===== src/rtl/fm_ctrl_pkg.sv =====
// Shared constants and state encoding for the FM hop sequencer and its
// Wishbone write engine.
package fm_ctrl_pkg;

    localparam int INC_WIDTH = 31;

    localparam logic [1:0] REG_CARRIER = 2'd0;
    localparam logic [1:0] REG_MOD     = 2'd1;
    localparam logic [1:0] REG_DEV     = 2'd2;

    typedef enum logic [2:0] {
        ST_IDLE,
        ST_WR_MOD,
        ST_WR_DEV,
        ST_WR_CAR,
        ST_DWELL
    } hop_state_t;

endpackage


===== src/rtl/fm_hop_sequencer_if.sv =====
// Pipelined Wishbone write-only link between the hop sequencer and the
// FM generator register slave.
interface fm_hop_sequencer_if;
    logic        cyc;
    logic        stb;
    logic        we;
    logic [1:0]  addr;
    logic [31:0] data;
    logic        ack;
    logic        stall;

    modport master (output cyc, stb, we, addr, data, input ack, stall);
    modport slave  (input cyc, stb, we, addr, data, output ack, stall);
endinterface


===== src/rtl/wb_single_writer.sv =====
// Single-outstanding Wishbone write engine: holds cyc while req is high,
// issues stb once until accepted, and abandons the write on ack timeout.
module wb_single_writer
    import fm_ctrl_pkg::*;
#(
    parameter int TIMEOUT_CYCLES = 16
) (
    input  logic                i_clk,
    input  logic                i_reset,
    input  logic                req,
    input  logic [1:0]          addr,
    input  logic [31:0]         data,
    fm_hop_sequencer_if.master  wb,
    output logic                done,
    output logic                timeout
);

    localparam int TW = $clog2(TIMEOUT_CYCLES + 1);

    logic          sent;
    logic [TW-1:0] elapsed;

    // Bus outputs decode straight from req so a reset of the owning FSM
    // drops cyc/stb without waiting for a clock edge.
    assign wb.cyc  = req;
    assign wb.stb  = req & ~sent;
    assign wb.we   = req;
    assign wb.addr = req ? addr : 2'd0;
    assign wb.data = req ? data : 32'd0;

    assign done    = req & wb.ack;
    assign timeout = req & ~wb.ack & (elapsed == TW'(TIMEOUT_CYCLES - 1));

    always_ff @(posedge i_clk or posedge i_reset) begin
        if (i_reset) begin
            sent    <= 1'b0;
            elapsed <= '0;
        end else if (!req || done || timeout) begin
            sent    <= 1'b0;
            elapsed <= '0;
        end else begin
            if (wb.stb && !wb.stall)
                sent <= 1'b1;
            elapsed <= elapsed + TW'(1);
        end
    end

endmodule


===== src/rtl/fm_hop_sequencer.sv =====
// Wishbone master that programs the FM generator once, then rewrites the
// carrier increment every dwell period for a stepped sweep or hop pattern.
//
// state     | meaning
// ST_IDLE   | waiting for i_start, config latched on start
// ST_WR_MOD | writing modulation increment (reg 1)
// ST_WR_DEV | writing deviation (reg 2)
// ST_WR_CAR | writing carrier increment (reg 0)
// ST_DWELL  | holding the current carrier for max(dwell,1) cycles
module fm_hop_sequencer
    import fm_ctrl_pkg::*;
#(
    parameter int TIMEOUT_CYCLES = 16,
    parameter int DWELL_WIDTH    = 24,
    parameter int HOP_WIDTH      = 16
) (
    input  logic                   i_clk,
    input  logic                   i_reset,
    input  logic                   i_start,
    input  logic                   i_stop,
    input  logic [INC_WIDTH-1:0]   i_cfg_start_inc,
    input  logic [INC_WIDTH-1:0]   i_cfg_step,
    input  logic [HOP_WIDTH-1:0]   i_cfg_hops,
    input  logic [DWELL_WIDTH-1:0] i_cfg_dwell,
    input  logic                   i_cfg_loop,
    input  logic [INC_WIDTH-1:0]   i_cfg_mod_inc,
    input  logic [16:0]            i_cfg_dev,
    fm_hop_sequencer_if.master     wb,
    output logic                   o_busy,
    output logic [HOP_WIDTH-1:0]   o_hop_index,
    output logic                   o_done,
    output logic                   o_err
);

    hop_state_t state, state_n;

    logic [INC_WIDTH-1:0]   start_inc_q, step_q, mod_q, carrier;
    logic [HOP_WIDTH-1:0]   hops_q, hop_cnt, hop_nxt;
    logic [DWELL_WIDTH-1:0] dwell_q, dwell_cnt, dwell_load;
    logic [16:0]            dev_q;
    logic                   loop_q, stop_pend, stop_now, hop_last;
    logic                   wr_req, wr_done, wr_timeout, car_ack, done_n, err_n;
    logic [1:0]             wr_addr;
    logic [31:0]            wr_data;

    assign hop_nxt    = hop_cnt + HOP_WIDTH'(1);
    assign hop_last   = (hop_nxt == hops_q);
    assign dwell_load = (dwell_q == '0) ? '0 : dwell_q - DWELL_WIDTH'(1);
    assign stop_now   = stop_pend | i_stop;
    assign o_busy     = (state != ST_IDLE);

    wb_single_writer #(.TIMEOUT_CYCLES(TIMEOUT_CYCLES)) u_writer (
        .i_clk   (i_clk),
        .i_reset (i_reset),
        .req     (wr_req),
        .addr    (wr_addr),
        .data    (wr_data),
        .wb      (wb),
        .done    (wr_done),
        .timeout (wr_timeout)
    );

    always_ff @(posedge i_clk or posedge i_reset) begin
        if (i_reset)
            state <= ST_IDLE;
        else
            state <= state_n;
    end

    always_comb begin
        state_n = state;
        done_n  = 1'b0;
        err_n   = 1'b0;
        wr_req  = 1'b0;
        wr_addr = REG_CARRIER;
        wr_data = 32'd0;
        car_ack = 1'b0;
        case (state)
            ST_IDLE: begin
                if (i_start)
                    state_n = ST_WR_MOD;
            end
            ST_WR_MOD: begin
                wr_req  = 1'b1;
                wr_addr = REG_MOD;
                wr_data = {1'b0, mod_q};
                if (wr_timeout) begin
                    state_n = ST_IDLE;
                    err_n   = 1'b1;
                end else if (wr_done) begin
                    if (stop_now) begin
                        state_n = ST_IDLE;
                        done_n  = 1'b1;
                    end else begin
                        state_n = ST_WR_DEV;
                    end
                end
            end
            ST_WR_DEV: begin
                wr_req  = 1'b1;
                wr_addr = REG_DEV;
                wr_data = {15'd0, dev_q};
                if (wr_timeout) begin
                    state_n = ST_IDLE;
                    err_n   = 1'b1;
                end else if (wr_done) begin
                    if (stop_now || hops_q == '0) begin
                        state_n = ST_IDLE;
                        done_n  = 1'b1;
                    end else begin
                        state_n = ST_WR_CAR;
                    end
                end
            end
            ST_WR_CAR: begin
                wr_req  = 1'b1;
                wr_addr = REG_CARRIER;
                wr_data = {1'b0, carrier};
                if (wr_timeout) begin
                    state_n = ST_IDLE;
                    err_n   = 1'b1;
                end else if (wr_done) begin
                    car_ack = 1'b1;
                    if (stop_now || (hop_last && !loop_q)) begin
                        state_n = ST_IDLE;
                        done_n  = 1'b1;
                    end else begin
                        state_n = ST_DWELL;
                    end
                end
            end
            ST_DWELL: begin
                if (i_stop) begin
                    state_n = ST_IDLE;
                    done_n  = 1'b1;
                end else if (dwell_cnt == '0) begin
                    state_n = ST_WR_CAR;
                end
            end
            default: state_n = ST_IDLE;
        endcase
    end

    always_ff @(posedge i_clk or posedge i_reset) begin
        if (i_reset) begin
            start_inc_q <= '0;
            step_q      <= '0;
            mod_q       <= '0;
            dev_q       <= '0;
            hops_q      <= '0;
            dwell_q     <= '0;
            loop_q      <= 1'b0;
            carrier     <= '0;
            hop_cnt     <= '0;
            dwell_cnt   <= '0;
            stop_pend   <= 1'b0;
            o_hop_index <= '0;
            o_done      <= 1'b0;
            o_err       <= 1'b0;
        end else begin
            o_done <= done_n;
            o_err  <= err_n;

            if (state == ST_IDLE && i_start) begin
                start_inc_q <= i_cfg_start_inc;
                step_q      <= i_cfg_step;
                mod_q       <= i_cfg_mod_inc;
                dev_q       <= i_cfg_dev;
                hops_q      <= i_cfg_hops;
                dwell_q     <= i_cfg_dwell;
                loop_q      <= i_cfg_loop;
                carrier     <= i_cfg_start_inc;
                hop_cnt     <= '0;
            end else if (car_ack) begin
                o_hop_index <= hop_cnt;
                dwell_cnt   <= dwell_load;
                if (hop_last) begin
                    carrier <= start_inc_q;
                    hop_cnt <= '0;
                end else begin
                    carrier <= carrier + step_q;
                    hop_cnt <= hop_nxt;
                end
            end else if (state == ST_DWELL && dwell_cnt != '0) begin
                dwell_cnt <= dwell_cnt - DWELL_WIDTH'(1);
            end

            // A stop seen mid-write is held until that write finishes.
            if (state_n == ST_IDLE)
                stop_pend <= 1'b0;
            else if (i_stop && wr_req)
                stop_pend <= 1'b1;
        end
    end

endmodule


===== src/flat_wrapper.sv =====
// flat-port wrapper written by rule: the top's interface ports become plain ports
module fm_hop_sequencer_flat import fm_ctrl_pkg::*;
#(
    parameter int TIMEOUT_CYCLES = 16,
    parameter int DWELL_WIDTH    = 24,
    parameter int HOP_WIDTH      = 16
)
  (i_clk, i_reset, i_start, i_stop, i_cfg_start_inc, i_cfg_step, i_cfg_hops, i_cfg_dwell, i_cfg_loop, i_cfg_mod_inc, i_cfg_dev, o_busy, o_hop_index, o_done, o_err, wb_cyc, wb_stb, wb_we, wb_addr, wb_data, wb_ack, wb_stall);
  fm_hop_sequencer_if wb_i ();
  input  logic i_clk;
  input  logic i_reset;
  input  logic i_start;
  input  logic i_stop;
  input  logic [INC_WIDTH-1:0] i_cfg_start_inc;
  input  logic [INC_WIDTH-1:0] i_cfg_step;
  input  logic [HOP_WIDTH-1:0] i_cfg_hops;
  input  logic [DWELL_WIDTH-1:0] i_cfg_dwell;
  input  logic i_cfg_loop;
  input  logic [INC_WIDTH-1:0] i_cfg_mod_inc;
  input  logic [16:0] i_cfg_dev;
  output logic o_busy;
  output logic [HOP_WIDTH-1:0] o_hop_index;
  output logic o_done;
  output logic o_err;
  output wire logic [$bits(wb_i.cyc)-1:0] wb_cyc;
  output wire logic [$bits(wb_i.stb)-1:0] wb_stb;
  output wire logic [$bits(wb_i.we)-1:0] wb_we;
  output wire logic [$bits(wb_i.addr)-1:0] wb_addr;
  output wire logic [$bits(wb_i.data)-1:0] wb_data;
  input wire logic [$bits(wb_i.ack)-1:0] wb_ack;
  input wire logic [$bits(wb_i.stall)-1:0] wb_stall;
  assign wb_cyc = wb_i.cyc;
  assign wb_stb = wb_i.stb;
  assign wb_we = wb_i.we;
  assign wb_addr = wb_i.addr;
  assign wb_data = wb_i.data;
  assign wb_i.ack = wb_ack;
  assign wb_i.stall = wb_stall;
  fm_hop_sequencer #(.TIMEOUT_CYCLES(TIMEOUT_CYCLES), .DWELL_WIDTH(DWELL_WIDTH), .HOP_WIDTH(HOP_WIDTH)) u_core (.i_clk(i_clk), .i_reset(i_reset), .i_start(i_start), .i_stop(i_stop), .i_cfg_start_inc(i_cfg_start_inc), .i_cfg_step(i_cfg_step), .i_cfg_hops(i_cfg_hops), .i_cfg_dwell(i_cfg_dwell), .i_cfg_loop(i_cfg_loop), .i_cfg_mod_inc(i_cfg_mod_inc), .i_cfg_dev(i_cfg_dev), .wb(wb_i), .o_busy(o_busy), .o_hop_index(o_hop_index), .o_done(o_done), .o_err(o_err));
endmodule

===== config.mk =====
export PLATFORM = sky130hd
export DESIGN_NAME = fm_hop_sequencer_flat
export DESIGN_NICKNAME = d
export VERILOG_FILES = /design/src/rtl/fm_ctrl_pkg.sv /design/src/rtl/fm_hop_sequencer_if.sv /design/src/rtl/wb_single_writer.sv /design/src/rtl/fm_hop_sequencer.sv /design/src/flat_wrapper.sv
export SDC_FILE = /design/constraint.sdc
export NUM_CORES = 1
export LEC_CHECK = 0
export BUFFER_PORTS_ARGS = -buffer_cell sky130_fd_sc_hd__buf_2
export CAP_MARGIN = 25
export CELL_PAD_IN_SITES_DETAIL_PLACEMENT = 1
export CELL_PAD_IN_SITES_GLOBAL_PLACEMENT = 1
export CORE_MARGIN = 1.5
export CORE_UTILIZATION = 47
export CTS_CLUSTER_SIZE = 20
export DETAILED_ROUTE_END_ITERATION = 8
export HOLD_SLACK_MARGIN = 0.08
export PLACE_DENSITY_LB_ADDON = 0.1
export SYNTH_ARGS = -nofsm -noshare
export SYNTH_HDL_FRONTEND = slang
export SYNTH_HIERARCHICAL = 1
export SYNTH_SLANG_ARGS = --single-unit

===== constraint.sdc =====
create_clock -name i_clk -period 16.72 [get_ports i_clk]
set_clock_uncertainty 0.1 [all_clocks]
set_input_delay 0.836 -clock i_clk [delete_from_list [all_inputs] [get_ports i_clk]]
set_output_delay 0.836 -clock i_clk [all_outputs]
set_load 0.01 [all_outputs]

==> metrics.cfg <==
[status]
run_status=completed

[drt]
drt_first_pass_iters=5
route.vias.total=12900
drt-total-wl_um=44350
ant_nets=0
drc=0
routedWlPerCell_um=19.47
avgViaCountPerCell=5.664
drt_iter0_drc=832

[worst_setup_path]
cp_top_family=simple AND/OR/NAND/NOR gates
end_kind=register
worst_path_largest_cell_delay_ns=1.05
crit_fanout=61
crit_chain=nor2_1 > nor2_2 > and2_1 > nand2_1 > or3_2 > buf_4 > nand2_1 > o32ai_1 > a21oi_1 > nand2_1 > o22ai_1
path_buf_inv=1
reg2reg_slack_ns=12.58
crit_top_cell=nand2_1
required_ns=17.08
start_kind=register
critPathKind=reg2reg
slowest_stage=dfrtp_2
crit_arrival_ns=4.49

[final_layout]
syn2layout_area_growth_pct=15.53
stdcell_area_mm2=0.01642
num_antenna_cells=0
fillCellCount=3650
seq_area_mm2=0.006257
nets=2061
drive_above_1_share_pct=17.48
multi_input_area_mm2=0.007400

[power_and_ir_drop]
intPower_mw=1.835
clkPwrFrac_pct=18.7
pwr-share-seq_pct=33.6
ir_worst_vdd_mv=0.1003
comb_power_share_pct=47.7
p_switching_mw=1.437
p_per_area_mw_per_mm2=199.2
swShare_pct=43.92
power.leakage_nw=8.068

[logic_synthesis]
synthCells=1710
synth_edf_count=0
avgSynthCellArea_um2=8.311
ys_types=83
ys_ff_latch=250
async_flop_share_pct=100.0
yosys_warnings=6
yosysSeqAreaShare_pct=44.02
syn_area_mm2=0.01421
yosys_most_used_dff=dfrtp_1
synthesis.nets=1903

[place]
gp_congestion=0.9125
io_buffers=211
place_hpwl_um=31130
place_area_mm2=0.01545

[sta]
setup_viol_count_final=0
relSlewSlack_pct=30.06
hold_viol=0
rsz0062_at_grt=no
fin_crit_sh_pct=24.74
fmax_mhz=241.8
tightest_slew_ns=1.049
layout_min_cycle_time_ns=4.136
slew_violations=0
tns_ns=0

[grt]
grt_max_degree=96
grt_pass1_vias=13600
grt_pass1_wl_um=71460
antenna_found_initial=1
track_usage_pct=28.52
overflow=0

[floorplanning]
die_area_mm2=0.03129
ios=213
fp.coreArea_mm2=0.02972
start_util_pct=47.83
die_h_um=176.9
die_w_um=176.9
rows=63

[min_path]
worstHoldPathType=in2async

[clock_tree]
clock_path_buffers=3
numCtsBuffers=29
htree_levels=1
cts.sinks=250
post_cts_resized=0
cts_tree=yes
post_cts_buffers=0
postCtsHoldBufs=0
cts_root_buf=clkbuf_16
clk_pin_slew_ns=0.06
worstSkewPairLatency_ns=0.55

[run]
cap_violations=0

-- placed cells by master (no fill, tap or decap), types with 7 or more instances in the layout --
cell type	netlist	layout
a22o_1	14	14
inv_1	29	28
o21a_1	7	7
xor2_1	26	26
nor3_1	31	29
a21o_1	12	12
a22oi_1	17	17
nor2b_1	11	11
buf_2	9	211
o211ai_1	16	16
mux2_2	19	19
xnor2_1	41	41
nor2_1	100	98
nand2b_1	11	11
nor4_1	12	12
dfrtp_1	250	249
o21ai_0	75	74
a211oi_1	7	7
o22ai_1	17	17
clkbuf_16	0	29
and2_1	38	37
a31oi_1	20	20
a21oi_1	64	64
ha_1	35	35
nand3_1	29	29
nand2_1	568	567
nand4_1	13	13
clkbuf_1	76	8
and3_1	11	11
buf_4	4	17
mux2i_1	28	28
-- per-layer routing --
layer / GRT usage (%) / wire, µm / up-vias
met1: 38.37 / 19800 / 6407
met3: 2.642 / 1557 / 76
met4: 8.934 / 1439 / 0
li1: - / - / 6118
met5: 0 / 0 / -
met2: 48.56 / 21560 / 302
-- power by group through the flow --
stage | clock network [mW] | registers [mW] | logic [mW]
final | 0.613 | 1.10 | 1.56
after CTS | 0.626 | 1.09 | 1.56
after floorplan | 0 | 0.981 | 1.18
after detailed placement | 0 | 1.10 | 1.54
after global routing | 0.646 | 1.13 | 1.75
after global placement | 0 | 1.09 | 1.47
-- kinds of logic after synthesis --
family	after synthesis	share of synthesized area, %
buffers and inverters	133	4.164
multiplexers	47	3.477
XOR/XNOR	68	4.287
AO/OA/AOI/OAI	303	14.01
other	1	0.02639
adder cells (fa/ha/maj)	36	3.222
flip-flops	250	44.02
AND/OR/NAND/NOR	872	26.80
-- cell usage after synthesis, types with 4 or more instances --
cell      instances  share of area [%]
nand2_1         568                 15
dfrtp_1         250                 44
nor2_1          100                2.6
clkbuf_1         76                2.0
o21ai_0          75                2.6
a21oi_1          64                2.3
xnor2_1          41                2.5
and2_1           38                1.7
ha_1             35                3.1
nor3_1           31                1.1
inv_1            29               0.77
nand3_1          29                1.0
mux2i_1          28                2.0
xor2_1           26                1.6
a31oi_1          20               0.88
mux2_2           19                1.5
a22oi_1          17               0.90
o22ai_1          17               0.75
o211ai_1         16               0.85
a22o_1           14               0.86
nand4_1          13               0.57
a21o_1           12               0.63
nor4_1           12               0.53
and3_1           11               0.48
nand2b_1         11               0.48
nor2b_1          11               0.48
buf_2             9               0.32
a211oi_1          7               0.37
buf_1             7               0.18
o21a_1            7               0.37
or3_1             7               0.31
o221ai_1          6               0.37
o31ai_1           6               0.32
or2_2             6               0.26
clkbuf_8          5               0.48
o32ai_1           5               0.31
or4_1             5               0.26
a221oi_1          4               0.25
buf_4             4               0.21
nand3b_1          4               0.21
o41ai_1           4               0.25
-- layout make-up --
| type | count | share of cell area, % |
|---|---|---|
| timing repair buffer | 231 | 7.613 |
| multi-input combinational | 1327 | 45.07 |
| tap | 390 | 2.972 |
| sequential | 250 | 38.11 |
| clock buffer | 43 | 5.106 |
| inverter | 29 | 0.7087 |
| clock inverter | 8 | 0.4267 |
-- sequential cells by signal, indices dropped and copies added (netlist names) --
| signal | cells |
|---|---|
| u_core/o_done | 1 |
| u_core/dev_q | 17 |
| u_core/dwell_q | 24 |
| u_core/carrier | 31 |
| u_core/loop_q | 1 |
| u_core/step_q | 31 |
| u_core/stop_pend | 1 |
| u_core/u_writer/sent | 1 |
| u_core/hops_q | 16 |
| u_core/mod_q | 31 |
| u_core/start_inc_q | 31 |
| u_core/o_hop_index | 16 |
| u_core/o_err | 1 |
| u_core/hop_cnt | 16 |
| u_core/u_writer/elapsed | 5 |
| u_core/state | 3 |
| u_core/dwell_cnt | 24 |
-- path summary, 6_finish.rpt --
kind / from / to / cells past startpoint
worst min register to register: u_core/u_writer/elapsed[0] / u_core/u_writer/elapsed[0] / 1
worst min-delay path: i_reset / u_core/u_writer/elapsed[4] / 2
worst max register to register: u_core/state[1] / u_core/carrier[19] / 11
max in group asynchronous: i_reset / u_core/mod_q[27] / 4
worst max-delay path: u_core/state[1] / u_core/carrier[19] / 11
min in group i_clk: u_core/u_writer/elapsed[0] / u_core/u_writer/elapsed[0] / 1
-- through the flow --
stage	setup slack [ns]	total power [mW]	util [%]	instances	hold slack [ns]
4_1_cts	12.57	3.280	55.04	2275	0.1442
3_5_place_dp	12.61	2.637	51.99	2224	0.3541
2_1_floorplan	9.082	2.164	-	1710	0.3294
3_3_place_gp	12.81	2.559	51.95	2223	0.3507
5_1_grt	12.27	3.520	55.25	2278	0.1569
6_report	12.58	3.271	55.25	2278	0.1610
Power figures use the tool's default switching activity.
